--- config.mk ---
export PLATFORM = sky130hd
export DESIGN_NAME = clint_timer
export DESIGN_NICKNAME = d
export VERILOG_FILES = /design/src/rtl/clint_timer.sv
export SDC_FILE = /design/constraint.sdc
export NUM_CORES = 1
export LEC_CHECK = 0
export BUFFER_PORTS_ARGS = -buffer_cell sky130_fd_sc_hd__clkbuf_2
export CAP_MARGIN = 20
export CORE_MARGIN = 8
export CORE_UTILIZATION = 50
export DETAILED_ROUTE_END_ITERATION = 12
export PLACE_DENSITY = 0.75
export SYNTH_ARGS = -nofsm -noshare
export SYNTH_HDL_FRONTEND = slang
export SYNTH_SLANG_ARGS = --single-unit
--- constraint.sdc ---
create_clock -name clk -period 6.37 [get_ports clk]
set_input_delay 1.274 -clock clk [delete_from_list [all_inputs] [get_ports clk]]
set_output_delay 1.274 -clock clk [all_outputs]
set_load 0.03 [all_outputs]
--- src/rtl/clint_timer.sv ---
// CLINT-style machine timer block: one shared 64-bit mtime with prescaler and
// count enable, per-hart mtimecmp comparators with registered timer interrupts,
// and per-hart software interrupt bits. Word-addressed peripheral bus slave.
module clint_timer #(
    parameter int          NHART    = 2,
    parameter int          PRESCALE = 1,
    parameter logic [63:0] CMP_RST  = 64'hFFFF_FFFF_FFFF_FFFF
) (
    input  logic             clk,
    input  logic             rst,
    input  logic             sel,
    input  logic [15:0]      addr,
    input  logic [2:0]       we,
    input  logic [31:0]      wdata,
    output logic [31:0]      rdata,
    output logic [NHART-1:0] int_timer,
    output logic [NHART-1:0] int_soft
);

    // Word addresses (byte address >> 2)
    localparam logic [13:0] CMP_BASE_W = 14'h1000;
    localparam logic [13:0] CTRL_W     = 14'h2FFC;
    localparam logic [13:0] MTIME_L_W  = 14'h2FFE;
    localparam logic [13:0] MTIME_H_W  = 14'h2FFF;
    localparam logic [15:0] PS_LAST    = 16'(PRESCALE - 1);

    logic [13:0]      waddr;
    logic             unused_addr_lsb;
    logic             wr_en;
    logic [NHART-1:0] msip_wr;
    logic [NHART-1:0] cmp_lo_wr;
    logic [NHART-1:0] cmp_hi_wr;

    logic [NHART-1:0] msip;
    logic [63:0]      mtimecmp [NHART];
    logic [63:0]      mtime;
    logic [15:0]      ps_count;
    logic             en;
    logic             tick;

    assign waddr           = addr[15:2];
    assign unused_addr_lsb = ^addr[1:0];
    // Only full-word stores are accepted; sub-word sizes are dropped entirely.
    assign wr_en           = sel && we[2] && (we[1:0] == 2'b10);
    assign tick            = en && (ps_count == PS_LAST);
    assign int_soft        = msip;

    // Per-hart write decode for msip and both mtimecmp halves
    always_comb begin
        msip_wr   = '0;
        cmp_lo_wr = '0;
        cmp_hi_wr = '0;
        for (int h = 0; h < NHART; h++) begin
            msip_wr[h]   = wr_en && (waddr == 14'(h));
            cmp_lo_wr[h] = wr_en && (waddr == CMP_BASE_W + 14'(2 * h));
            cmp_hi_wr[h] = wr_en && (waddr == CMP_BASE_W + 14'(2 * h + 1));
        end
    end

    // Software interrupt bits; only bit 0 of the write data is kept
    always_ff @(posedge clk or posedge rst) begin
        if (rst) begin
            msip <= '0;
        end else begin
            for (int h = 0; h < NHART; h++) begin
                if (msip_wr[h]) msip[h] <= wdata[0];
            end
        end
    end

    // Compare registers, written one 32-bit half at a time
    always_ff @(posedge clk or posedge rst) begin
        if (rst) begin
            for (int h = 0; h < NHART; h++) mtimecmp[h] <= CMP_RST;
        end else begin
            for (int h = 0; h < NHART; h++) begin
                if (cmp_lo_wr[h]) mtimecmp[h][31:0]  <= wdata;
                if (cmp_hi_wr[h]) mtimecmp[h][63:32] <= wdata;
            end
        end
    end

    // Count enable
    always_ff @(posedge clk or posedge rst) begin
        if (rst) begin
            en <= 1'b1;
        end else if (wr_en && (waddr == CTRL_W)) begin
            en <= wdata[0];
        end
    end

    // Prescaler: holds its phase while disabled so re-enabling resumes mid-period
    always_ff @(posedge clk or posedge rst) begin
        if (rst) begin
            ps_count <= '0;
        end else if (en) begin
            ps_count <= tick ? '0 : ps_count + 16'd1;
        end
    end

    // mtime: a bus write to either half wins over the tick that cycle
    always_ff @(posedge clk or posedge rst) begin
        if (rst) begin
            mtime <= '0;
        end else if (wr_en && (waddr == MTIME_L_W)) begin
            mtime[31:0] <= wdata;
        end else if (wr_en && (waddr == MTIME_H_W)) begin
            mtime[63:32] <= wdata;
        end else if (tick) begin
            mtime <= mtime + 64'd1;
        end
    end

    // Registered level-sensitive timer interrupts
    always_ff @(posedge clk or posedge rst) begin
        if (rst) begin
            int_timer <= '0;
        end else begin
            for (int h = 0; h < NHART; h++) int_timer[h] <= (mtime >= mtimecmp[h]);
        end
    end

    // Combinational read mux; unmapped words read zero
    always_comb begin
        rdata = '0;
        if (sel) begin
            for (int h = 0; h < NHART; h++) begin
                if (waddr == 14'(h))                     rdata = {31'b0, msip[h]};
                if (waddr == CMP_BASE_W + 14'(2 * h))     rdata = mtimecmp[h][31:0];
                if (waddr == CMP_BASE_W + 14'(2 * h + 1)) rdata = mtimecmp[h][63:32];
            end
            if (waddr == CTRL_W)    rdata = {31'b0, en};
            if (waddr == MTIME_L_W) rdata = mtime[31:0];
            if (waddr == MTIME_H_W) rdata = mtime[63:32];
        end
    end

endmodule

* After elaboration in Yosys (flattened, before gate mapping)
Cells that the tools add are included.
** Operators by class
- Add/sub/neg operators :: 2
- $lt $le $gt $ge :: 2
- Equal/unequal tests :: 10
- Mux-type cells :: 15
- Bitwise operators :: 1
- Reduce and logical (&&, ||, !) cells :: 18
** Operator list (number)
- two-way mux 32 bit :: 12
- greater-or-equal comparator 64 bit :: 2
- adder 64 x 1 -> 64 bit, second input constant :: 1
- two-way mux 64 bit :: 1
- == test 14 x 13 -> 1 bit, second input constant :: 4
- == test 14 bit, second input constant :: 3
- adder 16 x 1 -> 16 bit, second input constant :: 1
- zero test 16 bit :: 1
- two-way mux 16 bit :: 1
- == test 14 x 1 -> 1 bit, second input constant :: 1
- zero test 14 bit :: 1
- logical AND 1 bit :: 12
- AND reduction 2 bit :: 2
- nonzero test 2 bit :: 2
- == test 2 bit, second input constant :: 1
- != test 2 bit, second input constant :: 1
- two-way mux 1 bit :: 1
- inverter 1 bit :: 1
** Storage, ports and cells
- Register bits after elaboration :: 213
- Bits of input ports :: 54
- Output and inout bits :: 36
- Logic and storage cells :: 59

* Logic depth before layout (Yosys ltp)
Gate-level depths: netlist of the first run.
- Word-level depth :: 11
- Gate-level depth with buffers :: 10
- Depth with buffers taken out :: 9

* Worst setup path before layout of the first run
OpenSTA, ideal clock, no wires.
- Path type :: input to output
- Start point :: input addr[2]
- End point :: output rdata[17]
- Arrival :: 3.217 ns
- Required time :: 5.096 ns
- Setup slack :: 1.879 ns
- Stages on the path :: 6
- Buffers on the path :: 3
- Path through :: buf_2 > buf_2 > buf_1 > mux4_2 > a222oi_1 > nor2b_1
** Between the ends
- Cells in the longest elaborated chain, start to end :: 10
- Elaborated cells between the ends (all ways) :: 17
- Those cells by class :: eq/ne (8); mux (9)
** Ends and longest elaborated chain
- start: declaration :: line 12 : input logic [15:0] addr,
- == test 14 x 13 -> 1 bit :: line 129 : if (waddr == CMP_BASE_W + 14'(2 * h)) rdata = mtimecmp[h][31:0];
- two-way mux 32 bit :: line 129
- two-way mux 32 bit :: line 130 : if (waddr == CMP_BASE_W + 14'(2 * h + 1)) rdata = mtimecmp[h][63:32];
- two-way mux 32 bit :: line 128 : if (waddr == 14'(h)) rdata = {31'b0, msip[h]};
- two-way mux 32 bit :: line 129
- two-way mux 32 bit :: line 130
- two-way mux 32 bit :: line 132 : if (waddr == CTRL_W) rdata = {31'b0, en};
- two-way mux 32 bit :: line 133 : if (waddr == MTIME_L_W) rdata = mtime[31:0];
- two-way mux 32 bit * :: line 134 : if (waddr == MTIME_H_W) rdata = mtime[63:32];
- two-way mux 32 bit * :: line 126 : if (sel) begin
- end: declaration :: line 15 : output logic [31:0] rdata,
Mark *: on every way between the ends. The rest lies on a longest branch, timed or not.

* Worst setup path in the final report of the first run
- Start point :: input addr[9]
- End point :: output rdata[14]
The elaborated chain is that of the path after synthesis.

==> results by group, run 1 <==
STA
  • Minimum clock period: about 5.4 ns
  • Final setup fails: 0
  • Crit share post-route: 0.841
  • Fmax: roughly 0.19 GHz
  • Relative slew slack: 0.348
  • Setup Skew: just under 0.009 ns
  • Total negative setup slack: 0 ns
  • Max-slew violations: 0
  • Hold Vio Cnt, Final: 0
  • Unrepaired setup endpoints after global routing: false
  • Measured slew at the worst slew-check pin: between 0.9 and 1 ns

Clock tree
  • Inserted Clock Buffers: 26
  • Clock sinks: approximately 210
  • H-tree depth: 1
  • Post-CTS Resized: 0
  • Worst skew pair latency: about 0.53 ns
  • CTS hold repair buffers: 0
  • Post-CTS Setup Repair Bufs: 0
  • CTS tree: yes
  • Clock root cell: clkbuf_16
  • Max Buffers Root-to-Sink: 3
  • Clk slew on worst S/H paths: about 0.06 ns

Global routing
  • Initial antenna violation count: 0
  • Global-route wire length before repair: roughly 65 mm
  • Vias in the first global route: about 12k
  • Global Route Usage Sum: 0.237
  • GR Overflow Total: 0
  • Largest net degree at the start of global routing: about 150

Setup path
  • Worst Setup End Kind: output pin
  • Worst endpoint required time: 5.10 ns
  • Critical Path Source: addr[9]
  • FF-to-FF End: mtime[56]
  • Critical path fanouts, max: 17
  • R2R Setup Slk: between 3 and 4 ns
  • Crit path launch type: input pin
  • Reg2reg start: mtime[5]
  • Reg2reg path depth: 7
  • Critical path arrival: just over 4 ns
  • Critical path class: input pin to output pin
  • Crit path to: rdata[14]

Placed design
  • Final GP Congestion: approximately 0.90
  • Dpl hpwl: around 29 mm
  • Area after DPL: between 0.015 and 0.02 mm²
  • Number of port buffers: 87

Power and ir drop
  • Pwr dens: roughly 190 mW/mm²
  • Pwr Total: approximately 3 mW
  • VDD IR-drop max: between 200 and 250 µV
  • Pleak: about 6.4 nW

Layout
  • Share of layout cells above drive strength 1: 0.312
  • Area Growth Syn to Fin: 12.1%
  • ANT cells: 0
  • NumNets Final: about 1.7k
  • Finished Cell Area: ~0.016 mm²
  • Filler cells: roughly 2.4k

Drt
  • Vias/cell: 6.21
  • Post-Route WL: 40.6 mm
  • Vias: between 10k and 15k
  • TritonRoute pass-1 iters: 5
  • Post-DRT Antenna Nets: 0
  • DR DRC count: 0
  • Avg WL per Cell: ~22 µm
  • DR iter-0 viols: approximately 1.2k

Yosys
  • Mean Syn Cell Area: around 10 µm²
  • Post-synth EDFFs: 0
  • Yosys warnings: 0
  • Yosys reg bits: 213
  • Ranking of synthesized cells by area: dfstp_2, dfrtp_1, ha_1
  • Post-synthesis sequential area ratio: 0.380
  • Netlist Area Pre-Place: around 0.014 mm²
  • Most used DFF post-synth: dfstp_2
  • Async SR Flop Fraction: 1.00
  • Synth area leader: dfstp_2
  • Top cell type's share of synthesized area: 0.235
  • Most common cell in the netlist: inv_1
  • Unique cell type count in the Yosys netlist: 72
  • Synth top cells by count: inv_1, mux2_2, ha_1
  • Post-Syn Nets: 1602
  • Post-Syn Instances: approximately 1.4k

Floorplan
  • DIE WIDTH: 186 µm
  • Boundary pin count: 90
  • Die Height: roughly 190 µm
  • Initial cell density of the core: 0.505
  • Core area: around 0.029 mm²
  • DIE AREA: between 0.03 and 0.04 mm²
  • Cell Rows: between 60 and 70

Flow run
  • Max cap viols: 0

Status
  • Status: complete, no violations

Hold path
  • Hold crit path type: flip-flop to flip-flop
==> worst max-delay path: stages <==
cell and delay, ns:
clkbuf_2 0.10, nand4_1 0.20, nor4_2 0.68, and2_1 0.86
buf_4 0.41, a222oi_1 0.14, nor2b_1 0.18, clkbuf_2 0.23
==> area by class of cell <==
cell class                      count  area [µm²]  area share
Tap cell                          384         480      0.0296
Multi-Input combinational cell    990        8160       0.503
Clock buffer                       39         761      0.0469
Timing Repair Buffer              106         618      0.0381
Sequential cell                   213        5490       0.339
Clock inverter                      9         151     0.00934
Inverter                          145         548      0.0338
==> metrics by stage <==
stage	hold WS, ns	setup slack (ns)	cells	util
floorplan	0.499	1.88	1417	-
global placement	0.516	1.12	1836	0.533
detailed placement	0.519	1.10	1837	0.533
CTS	0.529	1.03	1885	0.565
global route	0.555	0.891	1886	0.566
finish	0.527	1.01	1886	0.566
==> layout by cell type, fill, tap and decap left out, types with 7 or more instances in the layout <==
cell / synthesis / final
a211oi_1: 13 / 13
a21o_1: 10 / 10
a21oi_1: 84 / 84
a222oi_1: 31 / 31
and3_1: 18 / 17
buf_4: 3 / 16
clkbuf_1: 46 / 8
clkbuf_16: 0 / 27
clkbuf_2: 1 / 87
dfrtp_1: 84 / 84
dfstp_2: 129 / 129
ha_1: 131 / 131
inv_1: 145 / 144
mux2_2: 132 / 132
mux4_2: 32 / 32
nand2_1: 89 / 89
nand3_1: 41 / 39
nand4_1: 46 / 46
nor2_1: 52 / 51
nor2b_1: 33 / 33
nor3_1: 28 / 28
nor4_1: 9 / 9
o21ai_0: 77 / 77
o21ai_1: 7 / 7
o22ai_1: 12 / 12
xnor2_1: 29 / 29
xor2_1: 16 / 16
==> metal layers <==
layer  GRT usage  vias to the layer above  routed length (µm)
li1            -                     5343                   -
met1       0.309                     5811               16900
met2       0.393                      474               19200
met3      0.0388                       87                3110
met4      0.0870                        0                1410
met5           0                        -                   0
==> report_power, final <==
group | internal [mW] | leakage [nW] | switching (mW)
sequential | 1.36 | 2.32 | 0.000435
combinational | 0.0280 | 3.69 | 0.0720
clock | 0.984 | 0.443 | 0.584
==> how the worst min path moves through the flow <==
| stage | to | cells after the start | start | slack (ns) |
|---|---|---|---|---|
| 2_1_floorplan | ps_count[15] | 1 | ps_count[15] | 0.50 |
| 3_3_place_gp | ps_count[15] | 1 | ps_count[15] | 0.52 |
| 3_5_place_dp | int_soft[0] | 1 | int_soft[0] | 0.52 |
| 4_1_cts | ps_count[15] | 1 | ps_count[15] | 0.53 |
| 5_1_grt | int_soft[0] | 1 | int_soft[0] | 0.55 |
| 6_report | ps_count[15] | 1 | ps_count[15] | 0.53 |
==> cell families (layout without fill, tap and decap cells) <==
kind of cell,count (synthesis),in the layout,synth area share
buf+inv,214,299,0.0570
mux,170,170,0.157
flops,213,213,0.380
compound gates,282,282,0.125
simple gates,362,362,0.141
xor+xnor,45,45,0.0273
fa+ha+maj,131,131,0.113
==> flip-flops by register name, indices dropped and copies added, names as in the netlist <==
name,cells
mtimecmp,128
mtime,64
ps_count,16
int_soft,2
int_timer,2
en,1
No activity file was read; power rests on OpenSTA's default activity.
==> run 2, diff against run 1 <==
--- a/config.mk
+++ b/config.mk
@@ -5,12 +5,13 @@
 export SDC_FILE = /design/constraint.sdc
 export NUM_CORES = 1
 export LEC_CHECK = 0
+export ABC_AREA = 1
 export BUFFER_PORTS_ARGS = -buffer_cell sky130_fd_sc_hd__clkbuf_2
 export CAP_MARGIN = 20
 export CORE_MARGIN = 8
 export CORE_UTILIZATION = 50
 export DETAILED_ROUTE_END_ITERATION = 12
-export PLACE_DENSITY = 0.75
+export PLACE_DENSITY = 0.72
 export SYNTH_ARGS = -nofsm -noshare
 export SYNTH_HDL_FRONTEND = slang
 export SYNTH_SLANG_ARGS = --single-unit
==> constraint.sdc (replaced) <==
create_clock -name clk -period 5.15 [get_ports clk]
set_input_delay 1.03 -clock clk [delete_from_list [all_inputs] [get_ports clk]]
set_output_delay 1.03 -clock clk [all_outputs]
set_load 0.03 [all_outputs]
==> results by group, run 2 <==
Status
  • Status: complete, no violations

Floorplan
  • Boundary pin count: 90
  • Die Height: 195 µm
  • DIE AREA: 0.0381 mm²
  • Core area: about 0.032 mm²
  • DIE WIDTH: about 200 µm
  • Cell Rows: between 60 and 70
  • Initial cell density of the core: 0.509

Global routing
  • GR Overflow Total: 0
  • Largest net degree at the start of global routing: 103
  • Global Route Usage Sum: 0.298
  • Initial antenna violation count: 0
  • Vias in the first global route: between 15k and 20k
  • Global-route wire length before repair: between 80 and 90 mm

Yosys
  • Top cell type's share of synthesized area: 0.211
  • Yosys reg bits: approximately 210
  • Netlist Area Pre-Place: between 0.015 and 0.02 mm²
  • Post-synth EDFFs: 0
  • Post-Syn Instances: approximately 2.3k
  • Most used DFF post-synth: dfstp_2
  • Unique cell type count in the Yosys netlist: between 50 and 60
  • Synth area leader: dfstp_2
  • Yosys warnings: 0
  • Ranking of synthesized cells by area: dfstp_2, nand2_1, dfrtp_1
  • Post-synthesis sequential area ratio: 0.342
  • Synth top cells by count: nand2_1, inv_1, o21ai_0
  • Post-Syn Nets: 2498
  • Mean Syn Cell Area: between 6 and 7 µm²
  • Most common cell in the netlist: nand2_1
  • Async SR Flop Fraction: 1.00

Layout
  • Share of layout cells above drive strength 1: 0.146
  • Most frequent cells in the layout: nand2_1, inv_1, o21ai_0
  • Finished Cell Area: between 0.015 and 0.02 mm²
  • Leading registers by flop count: mtimecmp: 128 flops, mtime: 64 flops, ps_count: 16 flops
  • ANT cells: 0
  • Biggest register: mtimecmp
  • Commonest non-fill, non-tap cell in the layout: nand2_1
  • Largest register FFs: about 130
  • Area Growth Syn to Fin: 11.1%
  • NumNets Final: about 2.6k
  • Fin util: 0.565
  • Filler cells: ~3.1k

Clock tree
  • CTS tree: yes
  • H-tree depth: 1
  • Clk slew on worst S/H paths: about 0.060 ns
  • Post-CTS Setup Repair Bufs: 0
  • CTS hold repair buffers: 0
  • Clock root cell: clkbuf_16
  • Inserted Clock Buffers: 27
  • Max Buffers Root-to-Sink: 3
  • Clock sinks: between 200 and 250
  • Worst skew pair latency: around 0.57 ns
  • Post-CTS Resized: 0

STA
  • Hold Vio Cnt, Final: 0
  • Final setup fails: 0
  • Measured slew at the worst slew-check pin: 0.914 ns
  • Crit share post-route: 0.831
  • Total negative setup slack: 0 ns
  • Fmax: 0.234 GHz
  • Setup Skew: 0.0111 ns
  • Final setup margin: approximately 0.87 ns
  • Relative slew slack: 0.385
  • Unrepaired setup endpoints after global routing: false
  • Minimum clock period: around 4.3 ns
  • Max-slew violations: 0

Setup path
  • Crit path launch type: input pin
  • Critical path arrival: 3.25 ns
  • Worst Setup End Kind: output pin
  • Critical path fanouts, max: 17
  • Worst endpoint required time: about 4.1 ns
  • Critical path class: input pin to output pin

Drt
  • DR iter-0 viols: about 1.5k
  • Vias/cell: 5.75
  • DR DRC count: 0
  • Vias: about 16k
  • Avg WL per Cell: 20.5 µm
  • Post-Route WL: 57.3 mm
  • TritonRoute pass-1 iters: 5
  • Post-DRT Antenna Nets: 0

Power and ir drop
  • Pwr dens: 214 mW/mm²
  • Pwr Total: around 3.8 mW
  • VDD IR-drop max: between 200 and 250 µV
  • Pleak: approximately 7.7 nW

Placed design
  • Worst slack, placed: 0.968 ns
  • Dpl hpwl: about 43 mm
  • Area after DPL: between 0.015 and 0.02 mm²
  • Number of port buffers: slightly below 90
  • Final GP Congestion: around 1.0

Flow run
  • Max cap viols: 0

Hold path
  • Hold crit path type: flip-flop to flip-flop
## run 2: changes by cell type after synthesis, sizes merged, moves of 21 or more
cell / before / now
nor2b: 33 / 0
mux4: 32 / 0
nand2: 89 / 612
o21ai: 84 / 250
o211ai: 6 / 27
a222oi: 31 / 0
a31oi: 3 / 32
mux2: 132 / 0
nand3: 42 / 118
a21oi: 85 / 163
xnor2: 29 / 8
nor2: 52 / 213
inv: 145 / 321
## run 2: final timing paths
| check | from | to | slack, ns | depth (start not counted) |
|---|---|---|---|---|
| worst max-delay path | addr[4] | rdata[11] | 0.87 | 12 |
| worst min-delay path | mtimecmp[87] | mtimecmp[87] | 0.48 | 2 |
| worst max register to register | mtime[32] | mtime[35] | 2.61 | 9 |
| worst min register to register | mtimecmp[87] | mtimecmp[87] | 0.48 | 2 |
| max in group asynchronous | rst | mtime[27] | 3.50 | 3 |
| min in group asynchronous | rst | ps_count[2] | 0.58 | 2 |
## run 2: routing by layer
| metal | wire length, µm | track usage |
|---|---|---|
| met2 | 26800 | 0.494 |
| met5 | 0 | 0 |
| met3 | 4520 | 0.0492 |
| met4 | 1840 | 0.0957 |
| met1 | 24200 | 0.392 |
## run 2: worst max-delay path, cell delays in order
cell	delay, ns
clkbuf_2	0.09
nor2_1	0.22
nand2_1	0.11
nor2_1	0.20
nand2_1	0.18
inv_2	0.35
buf_12	0.26
a31oi_1	0.11
nand2_1	0.10
nand2_1	0.05
a21oi_1	0.26
clkbuf_2	0.27
## run 2: cells by family (layout without fill, tap and decap cells)
kind of cell,after synthesis,count (layout),share of synthesized area
and+or+nand+nor,1055,1055,0.281
AOI/OAI and AO/OA,477,477,0.157
buffers and inverters,403,485,0.0994
DFF,213,213,0.342
adders and majority gates,131,131,0.102
xor gates and xnor gates,34,34,0.0185
## run 2: cell type report
type	count	area, µm²	share of cell area
clock buffers	31	721	0.0404
clock inverters	19	210	0.0118
inverters	322	1220	0.0683
multi-input cells	1697	9000	0.505
flip-flops and latches	213	5490	0.308
well taps	402	503	0.0282
repair buffers	113	693	0.0389
## run 2: through the flow
step,hold slack [ns],instances
after floorplan,0.462,2313
after global placement,0.470,2747
after detailed placement,0.475,2747
after CTS,0.484,2797
after global routing,0.501,2797
final,0.483,2797
## run 2: power breakdown
group          switching, mW  internal [mW]
sequential           0.00607           1.68
clock                  0.793           1.20
combinational         0.0983         0.0320
==> run 3, diff against run 2 <==
==> constraint.sdc (replaced) <==
create_clock -name clk -period 4.17 [get_ports clk]
set_input_delay 0.834 -clock clk [delete_from_list [all_inputs] [get_ports clk]]
set_output_delay 0.834 -clock clk [all_outputs]
set_load 0.03 [all_outputs]
==> results by group, run 3 (synthesis results as in run 2) <==
Global routing
  • Largest net degree at the start of global routing: 79
  • Initial antenna violation count: 0
  • GR Overflow Total: 0
  • Met1 usage: 0.389
  • GRT met3 Usage: 0.0461
  • Global Route Usage Sum: 0.295
  • GRT busiest layer: met2
  • Global-route wire length before repair: 88.7 mm
  • Vias in the first global route: 15.6k
  • GR Util met2: 0.476

Clock tree
  • Worst skew pair latency: between 0.5 and 0.6 ns
  • H-tree depth: 1
  • Post-CTS Resized: 0
  • CTS tree: yes
  • Clock root cell: clkbuf_16
  • CTS hold repair buffers: 0
  • Max Buffers Root-to-Sink: 3
  • Clock sinks: ~210
  • Clk slew on worst S/H paths: 0.05 ns
  • Inserted Clock Buffers: 27
  • Post-CTS Setup Repair Bufs: 0

Layout
  • Register area: 0.00549 mm²
  • ANT cells: 0
  • NumNets Final: ~2.6k
  • Fin util: 0.564
  • Leading registers by flop count: mtimecmp: 128 flops, mtime: 64 flops, ps_count: 16 flops
  • Most frequent cells in the layout: nand2_1, inv_1, o21ai_0
  • Area Growth Syn to Fin: 10.9%
  • Biggest register: mtimecmp
  • Filler cells: 3072
  • Multi-input gate area in the final layout: roughly 0.009 mm²
  • Commonest non-fill, non-tap cell in the layout: nand2_1
  • Largest register FFs: approximately 130
  • Share of layout cells above drive strength 1: 0.141

Setup path
  • Critical path class: input pin to output pin
  • Worst Setup End Kind: output pin
  • Critical path arrival: just under 3 ns
  • Cell mode on critical path: nand2_1
  • Slowest stage delay, CP: approximately 0.35 ns
  • Worst endpoint required time: 3.34 ns
  • Critical path fanouts, max: 31
  • Crit path launch type: input pin
  • Critical path's slowest cell: nor2_2
  • Critical path cell sequence: clkbuf_2 > nor2_1 > nand2_1 > nor2_2 > nand2_1 > inv_2 > buf_12 > a31oi_1 > nand2_1 > nand2_1 > a21oi_1 > clkbuf_2

STA
  • Crit share post-route: 0.894
  • Hold Vio Cnt, Final: 0
  • Minimum clock period: 3.73 ns
  • Setup Skew: roughly 0.014 ns
  • Final setup margin: ~0.44 ns
  • Measured slew at the worst slew-check pin: roughly 0.8 ns
  • Fmax: around 0.27 GHz
  • Final setup fails: 0
  • Relative slew slack: 0.458
  • Max-slew violations: 0
  • Unrepaired setup endpoints after global routing: false
  • Fin Hold WS: ~0.34 ns
  • Total negative setup slack: 0 ns

Flow run
  • Max cap viols: 0

Floorplan
  • DIE WIDTH: 195 µm
  • Core area: ~0.032 mm²
  • DIE AREA: approximately 0.038 mm²
  • Die Height: 195 µm
  • Initial cell density of the core: 0.509
  • Boundary pin count: 90
  • Cell Rows: 65

Hold path
  • Hold crit path type: input pin to asynchronous set/reset pin

Drt
  • Post-DRT Antenna Nets: 0
  • TritonRoute pass-1 iters: 5
  • Avg WL per Cell: 20.4 µm
  • Post-Route WL: about 57 mm
  • DR iter-0 viols: approximately 1.4k
  • Vias/cell: 5.79
  • Vias: ~16k
  • DR DRC count: 0

Power and ir drop
  • Pleak: 7.63 nW
  • Pwr dens: 258 mW/mm²
  • VDD IR-drop max: 302 µV

Placed design
  • Number of port buffers: between 80 and 90
  • Worst slack, placed: slightly above 0.5 ns
  • Final GP Congestion: ~1
  • Dpl hpwl: 41.8 mm

Status
  • Status: complete, no violations
run 3: changes by cell type in the layout (fill, tap and decap cells not counted):
cell	delta
buf_12	+1
bufinv_16	-2
clkbuf_1	+11
clkbuf_8	+2
clkinv_2	-7
clkinvlp_4	-3
inv_6	-1
run 3: critical path, delay by kind of cell:
kind	cells	cell delay, ns
AND/OR/NAND/NOR	6	1.01
AO/OA/AOI/OAI	2	0.32
buffers and inverters	4	0.70
run 3: final timing paths:
check                                  start            to  slack, ns  cells after the start
worst min-delay path                     rst  ps_count[11]       0.34                      2
max in group asynchronous                rst  mtimecmp[87]       2.99                      3
worst min register to register  mtimecmp[88]  mtimecmp[88]       0.48                      2
worst max-delay path                addr[11]      rdata[2]       0.44                     12
worst max register to register  mtimecmp[31]  int_timer[1]       1.63                      9
min in group clk                mtimecmp[88]  mtimecmp[88]       0.48                      2
run 3: layout make-up:
| class | count | share of cell area |
|---|---|---|
| Multi-Input combinational cell | 1697 | 0.506 |
| Inverter | 322 | 0.0685 |
| Timing Repair Buffer | 114 | 0.0401 |
| Clock inverter | 6 | 0.00471 |
| Clock buffer | 44 | 0.0443 |
| Tap cell | 402 | 0.0283 |
| Sequential cell | 213 | 0.308 |
run 3: stage by stage:
step	cells	power, mW	cell area [µm²]
floorplan	2313	2.20	16100
global placement	2748	2.28	16900
detailed placement	2748	2.28	16900
CTS	2798	4.64	17800
global route	2798	4.72	17800
finish	2798	4.60	17800
run 3: per-layer routing:
metal  wire (µm)  up-vias
met2       25900      725
met5           0        -
met1       24100     7629
met3        4410      171
met4        2540        0
li1            -     7685
run 3: power by group:
group | switching, mW | internal, mW | leakage, nW
registers | 0.00752 | 2.08 | 2.34
clock network | 0.942 | 1.41 | 0.427
logic | 0.122 | 0.0413 | 4.86
